`src/rtl/fp_pkg.sv`:
```
`default_nettype none
// ============================================================================
// Module  : fp_pkg
// Brief   : Shared types and constants for the sequential single-precision
//           floating-point multiplier.
// Revision: 1.0 - initial release
// ============================================================================
package fp_pkg;

   // Multiplier control states
   typedef enum logic [2:0] {
      S_IDLE   = 3'd0,
      S_UNPACK = 3'd1,
      S_MUL    = 3'd2,
      S_NORM   = 3'd3,
      S_DONE   = 3'd4
   } state_t;

   localparam int          BIAS    = 127;
   localparam int          EXP_MAX = 255;
   localparam logic [31:0] QNAN    = 32'h7FC0_0000;
   localparam int          MANT_W  = 24;
   localparam int          PROD_W  = 48;

endpackage : fp_pkg
`default_nettype wire

```
`src/rtl/fp_mul_seq_if.sv`:
```
`default_nettype none
// ============================================================================
// Module  : fp_mul_seq_if
// Brief   : Operand/result handshake bundle for the sequential FP multiplier.
// Revision: 1.0 - initial release
// ============================================================================
interface fp_mul_seq_if;

   logic        in_valid;
   logic        in_ready;
   logic [31:0] a;
   logic [31:0] b;
   logic        out_valid;
   logic        out_ready;
   logic [31:0] result;

   // Producer/consumer side (drives operands, accepts results)
   modport master (
      output in_valid, a, b, out_ready,
      input  in_ready, out_valid, result
   );

   // Multiplier side
   modport slave (
      input  in_valid, a, b, out_ready,
      output in_ready, out_valid, result
   );

endinterface : fp_mul_seq_if
`default_nettype wire

```
`src/rtl/fp_mul_special.sv`:
```
`default_nettype none
// ============================================================================
// Module  : fp_mul_special
// Brief   : Combinational operand classifier. Flags NaN, infinity and
//           zero/denormal cases and supplies the value that replaces the
//           arithmetic product when a flag is raised.
// Revision: 1.0 - initial release
// ============================================================================
module fp_mul_special
   import fp_pkg::*;
(
   input  wire logic [31:0] i_a,
   input  wire logic [31:0] i_b,
   output logic             o_special,
   output logic [31:0]      o_value
);

   logic w_sign;
   logic w_a_max, w_b_max, w_a_zero, w_b_zero;
   logic w_a_nan, w_b_nan, w_a_inf, w_b_inf;

   assign w_sign   = i_a[31] ^ i_b[31];
   assign w_a_max  = (i_a[30:23] == 8'(EXP_MAX));
   assign w_b_max  = (i_b[30:23] == 8'(EXP_MAX));
   // Denormals are flushed, so any zero exponent counts as zero
   assign w_a_zero = (i_a[30:23] == 8'd0);
   assign w_b_zero = (i_b[30:23] == 8'd0);
   assign w_a_nan  = w_a_max & (i_a[22:0] != 23'd0);
   assign w_b_nan  = w_b_max & (i_b[22:0] != 23'd0);
   assign w_a_inf  = w_a_max & (i_a[22:0] == 23'd0);
   assign w_b_inf  = w_b_max & (i_b[22:0] == 23'd0);

   // Priority: NaN (incl. inf*zero) over infinity over zero
   always_comb begin
      o_special = 1'b0;
      o_value   = 32'd0;
      if (w_a_nan || w_b_nan || (w_a_inf && w_b_zero) || (w_b_inf && w_a_zero)) begin
         o_special = 1'b1;
         o_value   = QNAN;
      end else if (w_a_inf || w_b_inf) begin
         o_special = 1'b1;
         o_value   = {w_sign, 8'hFF, 23'd0};
      end else if (w_a_zero || w_b_zero) begin
         o_special = 1'b1;
         o_value   = {w_sign, 31'd0};
      end
   end

endmodule : fp_mul_special
`default_nettype wire

```
`src/rtl/fp_mul_seq.sv`:
```
`default_nettype none
// ============================================================================
// Module  : fp_mul_seq
// Brief   : Sequential IEEE-754 single-precision multiplier. One shift-add
//           step per cycle, round-to-nearest-even, flush-to-zero, fixed
//           26-cycle latency from operand acceptance to result valid.
// Revision: 1.0 - initial release
// ============================================================================
module fp_mul_seq
   import fp_pkg::*;
(
   input  wire logic   clk,
   input  wire logic   rst,
   fp_mul_seq_if.slave bus
);

   localparam logic signed [9:0] c_bias_s    = 10'(BIAS);
   localparam logic signed [9:0] c_exp_max_s = 10'(EXP_MAX);
   localparam logic [4:0]        c_last_iter = 5'(MANT_W - 1);

   state_t                   r_state;
   logic                     r_in_ready;
   logic                     r_out_valid;
   logic [31:0]              r_result;
   logic [31:0]              r_a;
   logic [31:0]              r_b;
   logic                     r_sign;
   logic signed [9:0]        r_exp;
   logic [MANT_W-1:0]        r_ma;
   logic [MANT_W-1:0]        r_mb;
   logic [PROD_W-1:0]        r_acc;
   logic [4:0]               r_cnt;
   logic                     r_special;
   logic [31:0]              r_special_val;

   logic                     w_special;
   logic [31:0]              w_special_val;
   logic signed [9:0]        w_exp_n;
   logic signed [9:0]        w_exp_f;
   logic [22:0]              w_mant;
   logic                     w_guard;
   logic                     w_sticky;
   logic                     w_round_up;
   logic [23:0]              w_mant_r;
   logic [31:0]              w_norm_result;

   assign bus.in_ready  = r_in_ready;
   assign bus.out_valid = r_out_valid;
   assign bus.result    = r_result;

   fp_mul_special u_special (
      .i_a       (r_a),
      .i_b       (r_b),
      .o_special (w_special),
      .o_value   (w_special_val)
   );

   // Normalise, round to nearest-even and pack the finished product
   always_comb begin
      w_exp_n  = r_exp + (r_acc[PROD_W-1] ? 10'sd1 : 10'sd0);
      w_mant   = r_acc[45:23];
      w_guard  = r_acc[22];
      w_sticky = |r_acc[21:0];
      if (r_acc[PROD_W-1]) begin
         w_mant   = r_acc[46:24];
         w_guard  = r_acc[23];
         w_sticky = |r_acc[22:0];
      end
      w_round_up = w_guard & (w_sticky | w_mant[0]);
      w_mant_r   = {1'b0, w_mant} + {23'd0, w_round_up};
      // A carry out of the fraction leaves an all-zero fraction one binade up
      w_exp_f    = w_exp_n + (w_mant_r[23] ? 10'sd1 : 10'sd0);
      if (r_special) begin
         w_norm_result = r_special_val;
      end else if (w_exp_f >= c_exp_max_s) begin
         w_norm_result = {r_sign, 8'hFF, 23'd0};
      end else if (w_exp_f <= 10'sd0) begin
         w_norm_result = {r_sign, 31'd0};
      end else begin
         w_norm_result = {r_sign, w_exp_f[7:0], w_mant_r[23] ? 23'd0 : w_mant_r[22:0]};
      end
   end

   // Control FSM and datapath registers
   always_ff @(posedge clk or posedge rst) begin
      if (rst) begin
         r_state       <= S_IDLE;
         r_in_ready    <= 1'b0;
         r_out_valid   <= 1'b0;
         r_result      <= 32'd0;
         r_a           <= 32'd0;
         r_b           <= 32'd0;
         r_sign        <= 1'b0;
         r_exp         <= 10'sd0;
         r_ma          <= '0;
         r_mb          <= '0;
         r_acc         <= '0;
         r_cnt         <= 5'd0;
         r_special     <= 1'b0;
         r_special_val <= 32'd0;
      end else begin
         case (r_state)
            S_IDLE: begin
               // in_ready comes up one cycle after reset release
               r_in_ready <= 1'b1;
               if (r_in_ready && bus.in_valid) begin
                  r_a        <= bus.a;
                  r_b        <= bus.b;
                  r_in_ready <= 1'b0;
                  r_state    <= S_UNPACK;
               end
            end
            S_UNPACK: begin
               r_sign        <= r_a[31] ^ r_b[31];
               r_exp         <= $signed({2'b00, r_a[30:23]}) + $signed({2'b00, r_b[30:23]}) - c_bias_s;
               r_ma          <= {1'b1, r_a[22:0]};
               r_mb          <= {1'b1, r_b[22:0]};
               r_acc         <= '0;
               r_cnt         <= 5'd0;
               r_special     <= w_special;
               r_special_val <= w_special_val;
               r_state       <= S_MUL;
            end
            S_MUL: begin
               // Multiplier is consumed LSB first; partial product weight is 2^cnt
               r_acc <= r_acc + (r_mb[0] ? (PROD_W'(r_ma) << r_cnt) : '0);
               r_mb  <= r_mb >> 1;
               if (r_cnt == c_last_iter) begin
                  r_cnt   <= 5'd0;
                  r_state <= S_NORM;
               end else begin
                  r_cnt <= r_cnt + 5'd1;
               end
            end
            S_NORM: begin
               r_result    <= w_norm_result;
               r_out_valid <= 1'b1;
               r_state     <= S_DONE;
            end
            S_DONE: begin
               if (bus.out_ready) begin
                  r_out_valid <= 1'b0;
                  r_in_ready  <= 1'b1;
                  r_state     <= S_IDLE;
               end
            end
            default: begin
               r_state <= S_IDLE;
            end
         endcase
      end
   end

endmodule : fp_mul_seq
`default_nettype wire

```
`src/flat_wrapper.sv`:
```
// flat-port wrapper written by rule: the top's interface ports become plain ports
module fp_mul_seq_flat import fp_pkg::*;
  (clk, rst, bus_in_valid, bus_a, bus_b, bus_out_ready, bus_in_ready, bus_out_valid, bus_result);
  fp_mul_seq_if bus_i ();
  input  wire logic clk;
  input  wire logic rst;
  input wire logic [$bits(bus_i.in_valid)-1:0] bus_in_valid;
  input wire logic [$bits(bus_i.a)-1:0] bus_a;
  input wire logic [$bits(bus_i.b)-1:0] bus_b;
  input wire logic [$bits(bus_i.out_ready)-1:0] bus_out_ready;
  output wire logic [$bits(bus_i.in_ready)-1:0] bus_in_ready;
  output wire logic [$bits(bus_i.out_valid)-1:0] bus_out_valid;
  output wire logic [$bits(bus_i.result)-1:0] bus_result;
  assign bus_i.in_valid = bus_in_valid;
  assign bus_i.a = bus_a;
  assign bus_i.b = bus_b;
  assign bus_i.out_ready = bus_out_ready;
  assign bus_in_ready = bus_i.in_ready;
  assign bus_out_valid = bus_i.out_valid;
  assign bus_result = bus_i.result;
  fp_mul_seq u_core (.clk(clk), .rst(rst), .bus(bus_i));
endmodule
```
`config.mk`:
```
export PLATFORM = sky130hd
export DESIGN_NAME = fp_mul_seq_flat
export DESIGN_NICKNAME = d
export VERILOG_FILES = /design/src/rtl/fp_pkg.sv /design/src/rtl/fp_mul_seq_if.sv /design/src/rtl/fp_mul_special.sv /design/src/rtl/fp_mul_seq.sv /design/src/flat_wrapper.sv
export SDC_FILE = /design/constraint.sdc
export NUM_CORES = 1
export LEC_CHECK = 0
export CORE_ASPECT_RATIO = 1.4
export CORE_MARGIN = 1
export CORE_UTILIZATION = 65
export CTS_CLUSTER_DIAMETER = 60
export DETAILED_ROUTE_END_ITERATION = 8
export DONT_BUFFER_PORTS = 1
export PLACE_DENSITY = 0.82
export SLEW_MARGIN = 0
export SYNTH_ARGS = -nofsm -noshare
export SYNTH_HDL_FRONTEND = slang
export SYNTH_HIERARCHICAL = 1
export SYNTH_SLANG_ARGS = --single-unit
```
`constraint.sdc`:
```
create_clock -name clk -period 14.75 [get_ports clk]
set_input_delay 2.95 -clock clk [delete_from_list [all_inputs] [get_ports clk]]
set_output_delay 2.95 -clock clk [all_outputs]
set_load 0.03 [all_outputs]
```
==> results by group <==
Global routing
  • First-pass GRT wire length: 66.9 mm
  • GRT overflow: 0
  • Largest net degree at the start of global routing: 101
  • GR Util All Layers: 33.3%
  • Initial antenna violation count: 0
  • Vias in the first global route: 13000

Synth
  • Post-Synth XOR/XNOR Area: 3.29%
  • Synth area leaders: dfrtp_1 (39%), nand2_1 (8.1%), mux2_2 (5.4%)
  • EDFF count, synth: 0
  • Post-synthesis sequential area ratio: 38.6%
  • Yosys warns: 6
  • Post-synth top flop: dfrtp_1
  • Async S/R FF share, synth: 100%
  • Syn avg cell area: between 8 and 9 µm²
  • Cell accounting for the most synthesized area: dfrtp_1
  • Largest family of logic cells by synthesized area: simple AND/OR/NAND/NOR gates
  • Post-synthesis cell count: 1828
  • Adder-Cell Fraction of Synth Area: 5.47%
  • Compound-Gate Fraction of Synth Area: 18.7%
  • Netlist cell types: 90
  • Post-synthesis mux area share: 8.98%
  • #FFs+latches synth: between 200 and 250
  • Post-synth top area share: 38.6%
  • Mapped cell area: 16000 µm²
  • Simple-gate portion of the synthesized area: a little under 20%

Floorplan
  • Width of the die: between 100 and 150 µm
  • Core area: 24100 µm²
  • # IOs: 102
  • Initial cell density of the core: 66.4%
  • Die height: approximately 190 µm
  • Floorplan row count: 67
  • Die ar.: 25200 µm²

Worst setup path
  • FF-to-FF setup slack: 9.61 ns
  • Delay-heaviest family, CP: compound AO/OA/AOI/OAI gates
  • CP dominant cell by count: inv_1
  • Startpoint types: flip-flop
  • Data required time of the worst path: approximately 15 ns
  • Worst Path Arrival: 5.60 ns
  • FF-to-FF path depth: 17
  • Critical Path Max Stage Delay: 0.99 ns
  • Buffers plus inverters on the worst setup path: 3
  • CP endpoint kind: flip-flop
  • CP max-delay cell: dfrtp_2
  • Worst-path cell chain: nand2_2, a2111oi_4, nand4_2, nor3_4, and4bb_4, inv_1, fa_1, inv_1, ha_1, o21ai_0, o2bb2ai_1, a311oi_1, nor3_2, nor4_4, buf_4, o311ai_0, a21oi_1
  • Crit path max fanout: 53
  • Kind of critical path: flip-flop to flip-flop
  • Worst path depth: 17

Run status
  • Status: finished, final reports clean

STA
  • Setup total negative slack: 0 ns
  • Max transition margin: 17.6%
  • Max Fclk: 194 MHz
  • Final count of pins violating max slew: 0
  • Final min period: 5.14 ns
  • Setup ws final: 9.61 ns
  • Final Skew: 0.00662 ns
  • Fin crit share: 34.9%
  • Final setup viols: 0
  • Slew @ Worst Pin: 1.23 ns
  • Unrepaired setup endpoints after global routing: no
  • Final hold vios: 0

Clock tree
  • Worst-Skew Late Latency: 0.53 ns
  • Clk sinks: 246
  • Clock Tree Buf Depth: 3
  • H-tree depth: 1
  • Clock transition at path regs: ~0.06 ns
  • Root buf cell: clkbuf_16
  • Hold_buf cts: 0
  • Total CTS buffers: 25
  • Post-CTS setup buffers: 0
  • CTS tree: yes
  • Post-cts resize count: 0

Routing
  • Iter 0 DRT Violations: 943
  • Vias/cell: 6.44
  • Drt pass-1 iters: 6
  • DRC: 0
  • Detail Route Antenna Nets: 0
  • Routed length per instance: 19.9 µm
  • DRT Wirelength: between 40 and 50 mm
  • Vias post-DR: 13400

Cells and area
  • Post-Layout Cell Count: 2073
  • ANT cells: 0
  • Share of layout cells above drive strength 1: 10.5%
  • Nets: approximately 1900
  • Synth-to-Final Area Change: 4.74%

Placement
  • Placed instance count: 2028
  • DP HPWL: 29.3 mm
  • Port Buf Inserts: 0
  • Dpl ws: 9.73 ns
  • GP Congestion: around 0.95

Hold path
  • Hold path depth: 2
  • Worst Hold Class: flip-flop to flip-flop

Power
  • Power Density: 225 nW/µm²
  • Pleak: 7.35 nW
  • Max IR drop VDD: 0.000165 V

Flow run
  • Max Cap Viol: 0
-- registers in the layout (all words and copies together) (netlist names), 3 cells and up --
register,count
u_core/r_acc,48
u_core/bus.result,32
u_core/r_a,32
u_core/r_b,32
u_core/r_special_val,32
u_core/r_ma,24
u_core/r_mb,24
u_core/r_exp,10
u_core/r_cnt,5
u_core/r_state,3
-- metrics by stage --
step / total power, mW / area (µm²) / utilization (%) / hold slack [ns]
after floorplan: 2.64 / 16000 / - / 0.446
after global placement: 3.00 / 15900 / 66.0 / 0.459
final: 3.77 / 16700 / 69.5 / 0.473
after detailed placement: 3.07 / 15900 / 66.0 / 0.463
after CTS: 3.76 / 16700 / 69.5 / 0.478
after global routing: 4.03 / 16700 / 69.5 / 0.502
-- power by group --
group / total (mW) / internal (mW) / switching, mW
Clock: 0.663 / 0.394 / 0.269
Combinational: 1.80 / 0.715 / 1.09
Sequential: 1.31 / 0.953 / 0.353
-- worst paths after layout --
| kind | startpoint | endpoint |
|---|---|---|
| max | u_core/r_acc[47] | u_core/bus.result[13] |
| min | u_core/r_special_val[31] | u_core/r_special_val[31] |
| max reg2reg | u_core/r_acc[47] | u_core/bus.result[13] |
| min reg2reg | u_core/r_special_val[31] | u_core/r_special_val[31] |
| max in group asynchronous | rst | u_core/r_ma[9] |
| min in group asynchronous | rst | u_core/r_a[26] |
-- per-layer routing --
layer  routed length [µm]  track usage [%]  up-vias
li1                     -                -     6337
met1                16200             40.7     6467
met2                20700             58.3      451
met3                 2340             4.36      104
met4                 1850             15.0        0
met5                    0                0        -
-- kinds of logic (layout without fill, tap and decap cells) --
family,after synthesis,count (layout)
AND/OR/NAND/NOR,695,695
multiplexers,120,120
adder cells (fa/ha/maj),68,68
other,1,22
flip-flops,246,246
XOR/XNOR,60,60
buffers and inverters,187,101
AO/OA/AOI/OAI,451,451
-- cells in the final DEF (no fill, tap or decap), drive strengths merged, types with 25 or more instances in the layout --
cell type / n
a21o: 27
a21oi: 99
clkbuf: 32
dfrtp: 246
ha: 65
inv: 45
mux2: 76
mux2i: 33
nand2: 346
nand3: 25
nand4: 30
nor2: 160
nor3: 31
o21ai: 117
o22ai: 53
xnor2: 39
-- synth_stat cells, types with 13 or more instances --
cell type / instances
a211oi_1: 22
a21o_1: 27
buf_2: 13
clkbuf_1: 84
nand3_1: 25
nand4_1: 29
buf_1: 13
o21ai_0: 109
nor3_1: 27
buf_4: 31
inv_1: 42
nand2_1: 345
xnor2_1: 39
ha_1: 65
xor2_1: 21
nor4_1: 21
mux2_2: 76
o22ai_1: 52
a21oi_1: 99
nor2_1: 159
mux2i_1: 33
dfrtp_1: 246
nor2b_1: 19
-- worst register-to-register path: cells and delay by family, from the launching register on --
| kind | cells | cell delay, ns |
|---|---|---|
| AO/OA/AOI/OAI | 6 | 1.63 |
| buffers and inverters | 3 | 0.46 |
| flip-flops | 1 | 0.99 |
| AND/OR/NAND/NOR | 6 | 1.34 |
| adder cells (fa/ha/maj) | 2 | 0.66 |
-- final cells by class --
cell class,instances,area [µm²]
clock buffer,32,672
clock inverter,13,181
fill,1861,7340
inverter,43,169
multi-input combinational,1416,9060
sequential,246,6160
tap,310,388
timing repair buffer,13,97.6
(Power assumes the default switching activity.)
